==> config.mk <==
export PLATFORM = sky130hd
export DESIGN_NAME = avs_to_axs_pixel_gasket
export DESIGN_NICKNAME = d
export VERILOG_FILES = /design/src/rtl/avs_to_axs_pixel_gasket.sv
export SDC_FILE = /design/constraint.sdc
export NUM_CORES = 1
export LEC_CHECK = 0
export ABC_AREA = 1
export CELL_PAD_IN_SITES_DETAIL_PLACEMENT = 0
export CELL_PAD_IN_SITES_GLOBAL_PLACEMENT = 1
export CORE_UTILIZATION = 37
export CTS_CLUSTER_SIZE = 30
export DETAILED_ROUTE_END_ITERATION = 12
export GPL_TIMING_DRIVEN = 1
export PLACE_DENSITY = 0.92
export SLEW_MARGIN = 10
export SYNTH_ARGS = -nofsm -noshare
export SYNTH_HDL_FRONTEND = slang
export SYNTH_SLANG_ARGS = --single-unit
==> constraint.sdc <==
create_clock -name csi_clk -period 27.3 [get_ports csi_clk]
set_input_delay 5.46 -clock csi_clk [delete_from_list [all_inputs] [get_ports csi_clk]]
set_output_delay 5.46 -clock csi_clk [all_outputs]
set_load 0.005 [all_outputs]
==> src/rtl/avs_to_axs_pixel_gasket.sv <==
// Avalon-ST to AXI4-Stream pixel bridge: repacks power-of-2 channel slots into tightly
// packed byte-padded pixels and passes them through a registered 2-entry skid stage.
module avs_to_axs_pixel_gasket #(
    parameter int unsigned PARALLEL_PIXELS      = 4,
    parameter int unsigned BITS_PER_CHANNEL     = 10,
    parameter int unsigned CHANNELS             = 4,
    localparam int unsigned BITS_PER_CHANNEL_AV  = 1 << $clog2(BITS_PER_CHANNEL),
    localparam int unsigned BITS_PER_PIXEL_AV    = BITS_PER_CHANNEL_AV * CHANNELS,
    localparam int unsigned BITS_AV              = BITS_PER_PIXEL_AV * PARALLEL_PIXELS,
    localparam int unsigned EMPTY_BITS           = $clog2(BITS_AV / 8),
    localparam int unsigned BITS_PER_CHANNEL_AXI = BITS_PER_CHANNEL,
    localparam int unsigned BITS_PER_PIXEL_AXI   =
        8 * ((CHANNELS * BITS_PER_CHANNEL_AXI + 7) / 8),
    localparam int unsigned BITS_AXI             = BITS_PER_PIXEL_AXI * PARALLEL_PIXELS,
    localparam int unsigned TUSER_BITS           = (BITS_AXI + 7) / 8,
    localparam int unsigned TUSER_FILL           = TUSER_BITS - 2
) (
    input  logic                  csi_clk,
    input  logic                  rsi_reset,
    output logic                  asi_ready,
    input  logic                  asi_valid,
    input  logic [BITS_AV-1:0]    asi_data,
    input  logic                  asi_startofpacket,
    input  logic                  asi_endofpacket,
    input  logic [EMPTY_BITS-1:0] asi_empty,
    input  logic                  axm_tready,
    output logic                  axm_tvalid,
    output logic [BITS_AXI-1:0]   axm_tdata,
    output logic                  axm_tlast,
    output logic [TUSER_BITS-1:0] axm_tuser
);

    localparam logic [BITS_PER_CHANNEL_AXI-1:0] MaskOut = '1;

    typedef enum logic [1:0] {StEmpty, StOne, StFull} state_e;

    typedef struct packed {
        logic [BITS_AXI-1:0] data;
        logic                eop;
        logic                sop;
    } beat_t;

    state_e state_q, state_d;
    beat_t  out_q, out_d;
    beat_t  ovf_q, ovf_d;
    logic   ready_q, ready_d;
    beat_t  in_beat;
    logic   accept;
    logic   xfer;

    // Only full beats are carried and the upper slot bits are dropped by design.
    logic unused_avalon;
    assign unused_avalon = ^{asi_empty, asi_data};

    always_comb begin
        in_beat      = '0;
        in_beat.sop  = asi_startofpacket;
        in_beat.eop  = asi_endofpacket;
        for (int p = 0; p < int'(PARALLEL_PIXELS); p++) begin
            for (int c = 0; c < int'(CHANNELS); c++) begin
                in_beat.data[p*BITS_PER_PIXEL_AXI + c*BITS_PER_CHANNEL_AXI +: BITS_PER_CHANNEL_AXI] =
                    asi_data[p*BITS_PER_PIXEL_AV + c*BITS_PER_CHANNEL_AV +: BITS_PER_CHANNEL_AXI]
                    & MaskOut;
            end
        end
    end

    always_comb begin
        state_d = state_q;
        out_d   = out_q;
        ovf_d   = ovf_q;
        accept  = asi_valid & ready_q;
        xfer    = (state_q != StEmpty) & axm_tready;
        unique case (state_q)
            StEmpty: begin
                if (accept) begin
                    out_d   = in_beat;
                    state_d = StOne;
                end
            end
            StOne: begin
                if (accept && !xfer) begin
                    ovf_d   = in_beat;
                    state_d = StFull;
                end else if (xfer && !accept) begin
                    state_d = StEmpty;
                end else if (accept && xfer) begin
                    out_d = in_beat;
                end
            end
            StFull: begin
                if (xfer) begin
                    out_d   = ovf_q;
                    state_d = StOne;
                end
            end
            default: state_d = StEmpty;
        endcase
        // Registered so the sink ready has no combinational path from axm_tready.
        ready_d = (state_d != StFull);
    end

    always_ff @(posedge csi_clk or posedge rsi_reset) begin
        if (rsi_reset) begin
            state_q <= StEmpty;
            out_q   <= '0;
            ovf_q   <= '0;
            ready_q <= 1'b0;
        end else begin
            state_q <= state_d;
            out_q   <= out_d;
            ovf_q   <= ovf_d;
            ready_q <= ready_d;
        end
    end

    assign asi_ready  = ready_q;
    assign axm_tvalid = (state_q != StEmpty);
    assign axm_tdata  = out_q.data;
    assign axm_tlast  = out_q.eop;
    assign axm_tuser  = {{TUSER_FILL{1'b0}}, out_q.eop, out_q.sop};

endmodule

==> metrics.cfg, run 1 <==
[hold_path]
min_from = ovf_q[101]
hold_path_depth = 2
hp-class = flip-flop to flip-flop

[worst_setup_path]
startpoint = asi_valid
worst_ep_arrival_time_ps = 8250
critPathMaxStageDelay_ps = 870
crit_path_top_delay_cell = nand2_8
cp.required_ps = 27720
crit_chain = clkdlybuf4s50_1, nand3_2, nand2_8, nand2_8, nand2_1, nand2_1
end_kind = flip-flop
crit_type = input port to flip-flop
start_kind = input port
reg2regPathDepth = 5
crit-reg2reg-launch = state_q[1]
crit_fanout = 163

[cts]
cts-root-buf = clkbuf_16
cts_hold_buf = 0
postCtsSetupBuffers = 0
cts_tree = done
insertion_delay_ps = 550
cts_buffers = 38
cts_max_level = 2
clock_path_buffers = 3
post_cts_resized = 0
cts_num_sinks = 327
clkTransAtPathRegs_ps = 60

[synthesis]
synth_area_per_cell_sq_um = 7.72
yosysUniqueCellTypes = 16
syn_area_sq_mm = 0.0153
ys_seq_area_frac = 0.535
yosysWarnings = 0
synth-seq-cells = 327
synthesis.instances = 1981

[floorplanning]
top_level_ports = 450
initial_core_util = 0.375
dieWidth_microns = 205
die_area_sq_mm = 0.0422
core-area_sq_mm = 0.0408
rows = 74
die_h_microns = 205

[power_and_ir_drop]
switchingPower_uw = 737
cellLeakagePower_nw = 10.2
p_per_area_mw_per_mm2 = 106
intPower_mw = 1.36
switching_share = 0.351
peakVddDrop_mv = 0.0481
clkPwrFrac = 0.238
pwr-share-comb = 0.353
seqPwrFrac = 0.409
total_power_mw = 2.10

[routing]
wl_per_cell_microns = 17.5
detail-route-antenna-nets = 0
vias_per_cell = 5.21
post-route-drc-count = 0
wl_met3_microns = 4030
drt_wl_total_microns = 48300
dr.max_layer_used = met5
drt-met1-wl_microns = 21100
dr.pass1.iters = 5
vias = 14400
wl_met2_microns = 22000
drt_iter0_drc = 1149

[placement]
port_buffers = 330
place_congestion = 0.800
dp_hpwl_microns = 26400

[grt]
grt_pass1_vias = 14400
grt_max_degree = 164
antenna_found_initial = 4
grt_pass1_wl_microns = 77100
grt_overflow = 0
grt_usage = 0.229

[run_status]
status = finished, final reports clean

[timing]
drv_slew = 0
finalCritPeriodShare = 0.287
final.setup.tns_ps = 0
slew-limit-headroom = 0.233
fin_crit_ps = 7830
fmax_ghz = 0.128
setup-violations-final = 0
fin_skew_ps = 16.2
hold_violations = 0
grt_setup_unrepaired = false
worst_slew_pin_slew_ps = 1150

[job]
maxCapViolCount = 0

[final_layout]
final_cell_mix = 975 x nand2_1, 487 x nand3_1, 330 x clkdlybuf4s50_1
fin_nets = 2472
n_fill_cell = 3852
synthToLayoutAreaGrowth_pct = 29.5
final_common_cell = nand2_1
drive_above_1_share = 0.0368

==> layer usage <==
metal,up-vias,global-route usage
li1,6742,-
met1,6991,0.304
met2,600,0.364
met3,82,0.0524
met4,4,0.0839
met5,-,0
==> layout make-up <==
cell class	instances	area, sq um	share of cell area
sequential	327	8190	0.413
antenna	2	5.00	0.000253
clock buffer	59	1160	0.0587
timing repair buffer	344	3420	0.173
inverter	6	40.0	0.00202
clock inverter	7	43.8	0.00221
multi-input combinational	1488	6280	0.317
tap	532	666	0.0336
==> synthesized netlist by cell type <==
master / number / area share
nand2_1: 976 / 0.24
nand3_1: 487 / 0.16
dfrtp_1: 327 / 0.53
buf_2: 78 / 0.026
clkbuf_1: 52 / 0.013
buf_4: 38 / 0.019
buf_1: 5 / 0.0012
buf_6: 4 / 0.0029
inv_2: 4 / 0.00098
inv_1: 2 / 0.00049
nand2_2: 2 / 0.00082
nand2_4: 2 / 0.0015
a21oi_1: 1 / 0.00033
conb_1: 1 / 0.00025
nand3_2: 1 / 0.00065
nor2_2: 1 / 0.00041
==> power by group through the flow <==
stage	Sequential (mW)	Combinational, mW	Clock [mW]
detailed placement	0.862	0.746	0
floorplan	0.844	0.366	0
global placement	0.854	0.733	0
global route	0.887	0.827	0.531
CTS	0.859	0.750	0.511
finish	0.859	0.742	0.499
==> worst paths after layout <==
kind	end	slack (ps)
max reg2reg	axm_tdata[16]	23670
max in group asynchronous	ovf_q[22]	20350
max	axm_tdata[16]	19470
min	ovf_q[101]	470
min in group asynchronous	axm_tdata[91]	5420
min reg2reg	ovf_q[101]	470
==> state kept, by name, summed over array words and instances (netlist names) <==
name / cells
state_q: 2
ovf_q: 162
axm_tdata: 160
axm_tlast: 1
axm_tuser: 1
asi_ready: 1
==> critical path, delay by kind of cell <==
| family | cells | cell delay, ps |
|---|---|---|
| AND/OR/NAND/NOR | 5 | 2060 |
| buffers and inverters | 1 | 500 |
==> through the flow <==
stage | util | area, sq um | setup WS (ps) | std cells | hold slack [ps]
finish | 0.485 | 19800 | 19470 | 2765 | 470
detailed placement | 0.455 | 18600 | 18990 | 2697 | 459
CTS | 0.485 | 19800 | 19550 | 2763 | 473
global route | 0.485 | 19800 | 19370 | 2764 | 483
global placement | 0.455 | 18600 | 19090 | 2697 | 453
floorplan | - | 15400 | 12790 | 1998 | 443
==> cell families (layout without fill, tap and decap cells) <==
family          count (synthesis)  count (layout)  synth area share
simple gates                 1469            1469             0.402
flops                         327             327             0.535
buf+inv                       183             416            0.0626
other cells                     1              20          0.000245
compound gates                  1               1          0.000327
No activity file was read; power rests on OpenSTA's default activity.
==> run 2, diff against run 1 <==
- CORE_UTILIZATION: 37 -> 34
- PLACE_DENSITY: 0.92 -> 0.86
- clock period: 27.3 -> 7.5 ns (I/O delays scaled with it)
==> run 2 against run 1 <==
  * Worst hold slack worse by 2.4 ps
  * Clock power grew to 3.7 times the previous value
  * Clock skew barely moved
  * Sequential power increased to 3.6 times the previous value
  * Global-route usage decreased by 1.3 points
  * Flip-flop and latch count stayed put
  * Wire length increased by 2.6%
  * Register-to-register slack worse by 21000 ps
==> metrics.cfg, run 2 (same netlist as run 1, synthesis figures left out) <==
[floorplanning]
top_level_ports = 450  ; unchanged
core-area_sq_mm = 0.0443  ; +8.5%
initial_core_util = 0.345  ; -0.0295
dieWidth_microns = 214  ; +4.3%
rows = 77  ; +4.1%
die_area_sq_mm = 0.0459  ; +8.7%
die_h_microns = 214  ; +4.3%

[cts]
clock_path_buffers = 3  ; unchanged
insertion_delay_ps = 550  ; about the same
post_cts_resized = 0  ; unchanged
cts_hold_buf = 0  ; unchanged
postCtsSetupBuffers = 0  ; unchanged
clkTransAtPathRegs_ps = 60  ; about the same
cts_buffers = 40  ; +5.3%
cts_num_sinks = 327  ; unchanged
cts_max_level = 2  ; unchanged
cts_tree = done
cts-root-buf = clkbuf_16

[job]
maxCapViolCount = 0  ; unchanged

[routing]
vias_per_cell = 5.02  ; -3.7%
drt_wl_total_microns = 49600  ; +2.6%
drt_iter0_drc = 1295  ; +13%
dr.pass1.iters = 5  ; unchanged
wl_per_cell_microns = 17.6  ; +0.49%
post-route-drc-count = 0  ; unchanged
detail-route-antenna-nets = 0  ; unchanged
vias = 14200  ; -1.7%

[placement]
place_congestion = 0.781  ; -2.4%
preCtsSetupSlack_ps = 3100  ; -15890 ps
dp_hpwl_microns = 26200  ; -0.73%
port_buffers = 330  ; unchanged

[worst_setup_path]
crit_family = simple AND/OR/NAND/NOR gates
crit_path_top_delay_cell = dfrtp_4
start_kind = flip-flop
crit_fanout = 163  ; unchanged
r2r_slack_ps = 3100  ; -20570 ps
crit_top_cell = nand2_8
cp.buffers_inverters = 1  ; unchanged
crit_chain = buf_4, nand2_8, nand2_8, nand2_8, nand2_1, nand2_1
cp.required_ps = 7910  ; -19810 ps
critPathMaxStageDelay_ps = 880  ; about the same
worst_ep_arrival_time_ps = 4810  ; -3440 ps
crit_type = flip-flop to flip-flop
end_kind = flip-flop

[timing]
setup-violations-final = 0  ; unchanged
final.setup.tns_ps = 0  ; unchanged
finalWorstSetupSlack_ps = 3100  ; -16360 ps
grt_setup_unrepaired = false
worst_slew_pin_slew_ps = 1230  ; +78.4 ps
hold_violations = 0  ; unchanged
fmax_ghz = 0.227
finalCritPeriodShare = 0.586
fin_crit_ps = 4400
slew-limit-headroom = 0.181  ; -0.0523
fin_skew_ps = 15.7  ; -0.440 ps
hold_ws_ps = 468  ; -2.42 ps
drv_slew = 0  ; unchanged

[grt]
antenna_found_initial = 5  ; +1
grt_pass1_vias = 14100  ; -2.2%
grt_overflow = 0  ; unchanged
grt_max_degree = 165  ; +0.61%
grt_usage = 0.216  ; -0.0130
grt_pass1_wl_microns = 79900  ; +3.6%

[final_layout]
regMostFlops = ovf_q
largest_register_ffs = 162  ; unchanged
drive_above_1_share = 0.0359  ; -0.000864
final_common_cell = nand2_1
n_fill_cell = 4373  ; +14%
synthToLayoutAreaGrowth_pct = 29.9
fin_nets = 2471  ; -0.040%
final_cell_mix = 975 x nand2_1, 487 x nand3_1, 330 x clkdlybuf4s50_1

[hold_path]
hp-class = flip-flop to flip-flop

[power_and_ir_drop]
peakVddDrop_mv = 0.183  ; +280%
p_per_area_mw_per_mm2 = 386  ; +260%
cellLeakagePower_nw = 10.2  ; -0.12%

[run_status]
status = finished, final reports clean

run 2: cell count changes in the layout (fill, tap and decap cells not counted), sizes merged:
| cell | delta |
|---|---|
| buf | -3 |
| clkbuf | -3 |
| clkinv | +2 |
| clkinvlp | +2 |
| bufinv | +1 |
| diode | -1 |
| inv | -1 |
run 2: power breakdown:
group / leakage (nW) / internal [mW] / switching [mW] / total [mW]
Clock: 0.589 / 1.07 / 0.761 / 1.83
Combinational: 5.53 / 1.27 / 1.43 / 2.70
Sequential: 4.05 / 2.62 / 0.513 / 3.13
run 2: area by class of cell:
class / count / area (sq um) / share of cell area
clock buffers: 56 / 1120 / 0.0565
inverters: 6 / 36.3 / 0.00183
diodes: 1 / 2.50 / 0.000126
multi-input cells: 1488 / 6280 / 0.316
flip-flops and latches: 327 / 8190 / 0.412
well taps: 592 / 741 / 0.0373
clock inverters: 11 / 87.6 / 0.00441
repair buffers: 341 / 3420 / 0.172
run 2: metal layers:
layer	vias up	wire, microns	GRT usage
met1	6860	22100	0.292
met3	61	3900	0.0596
li1	6746	-	-
met5	-	54	0
met4	8	808	0.0474
met2	496	22700	0.344
run 2: tightest hold or removal path, delay by kind of cell (launching register included):
kind / cells / cell delay [ps]
and+or+nand+nor: 2 / 90
DFF: 1 / 340
run 2: stage by stage:
stage                     power [mW]  instance area, sq um  instances  utilization
after floorplan                 4.40                 15400       1998            -
after global routing            8.19                 19900       2821        0.449
after detailed placement        5.87                 18700       2754        0.421
after global placement          5.81                 18700       2754        0.421
after CTS                       7.75                 19900       2821        0.449
final                           7.67                 19900       2822        0.449
run 2: worst paths after layout:
path                            startpoint       endpoint  cells after the start
worst max-delay path            state_q[1]  axm_tdata[91]                      6
worst min-delay path             ovf_q[62]      ovf_q[62]                      2
worst max register to register  state_q[1]  axm_tdata[91]                      6
worst min register to register   ovf_q[62]      ovf_q[62]                      2
max in group asynchronous        rsi_reset     state_q[1]                      3
min in group asynchronous        rsi_reset  axm_tdata[99]                      3
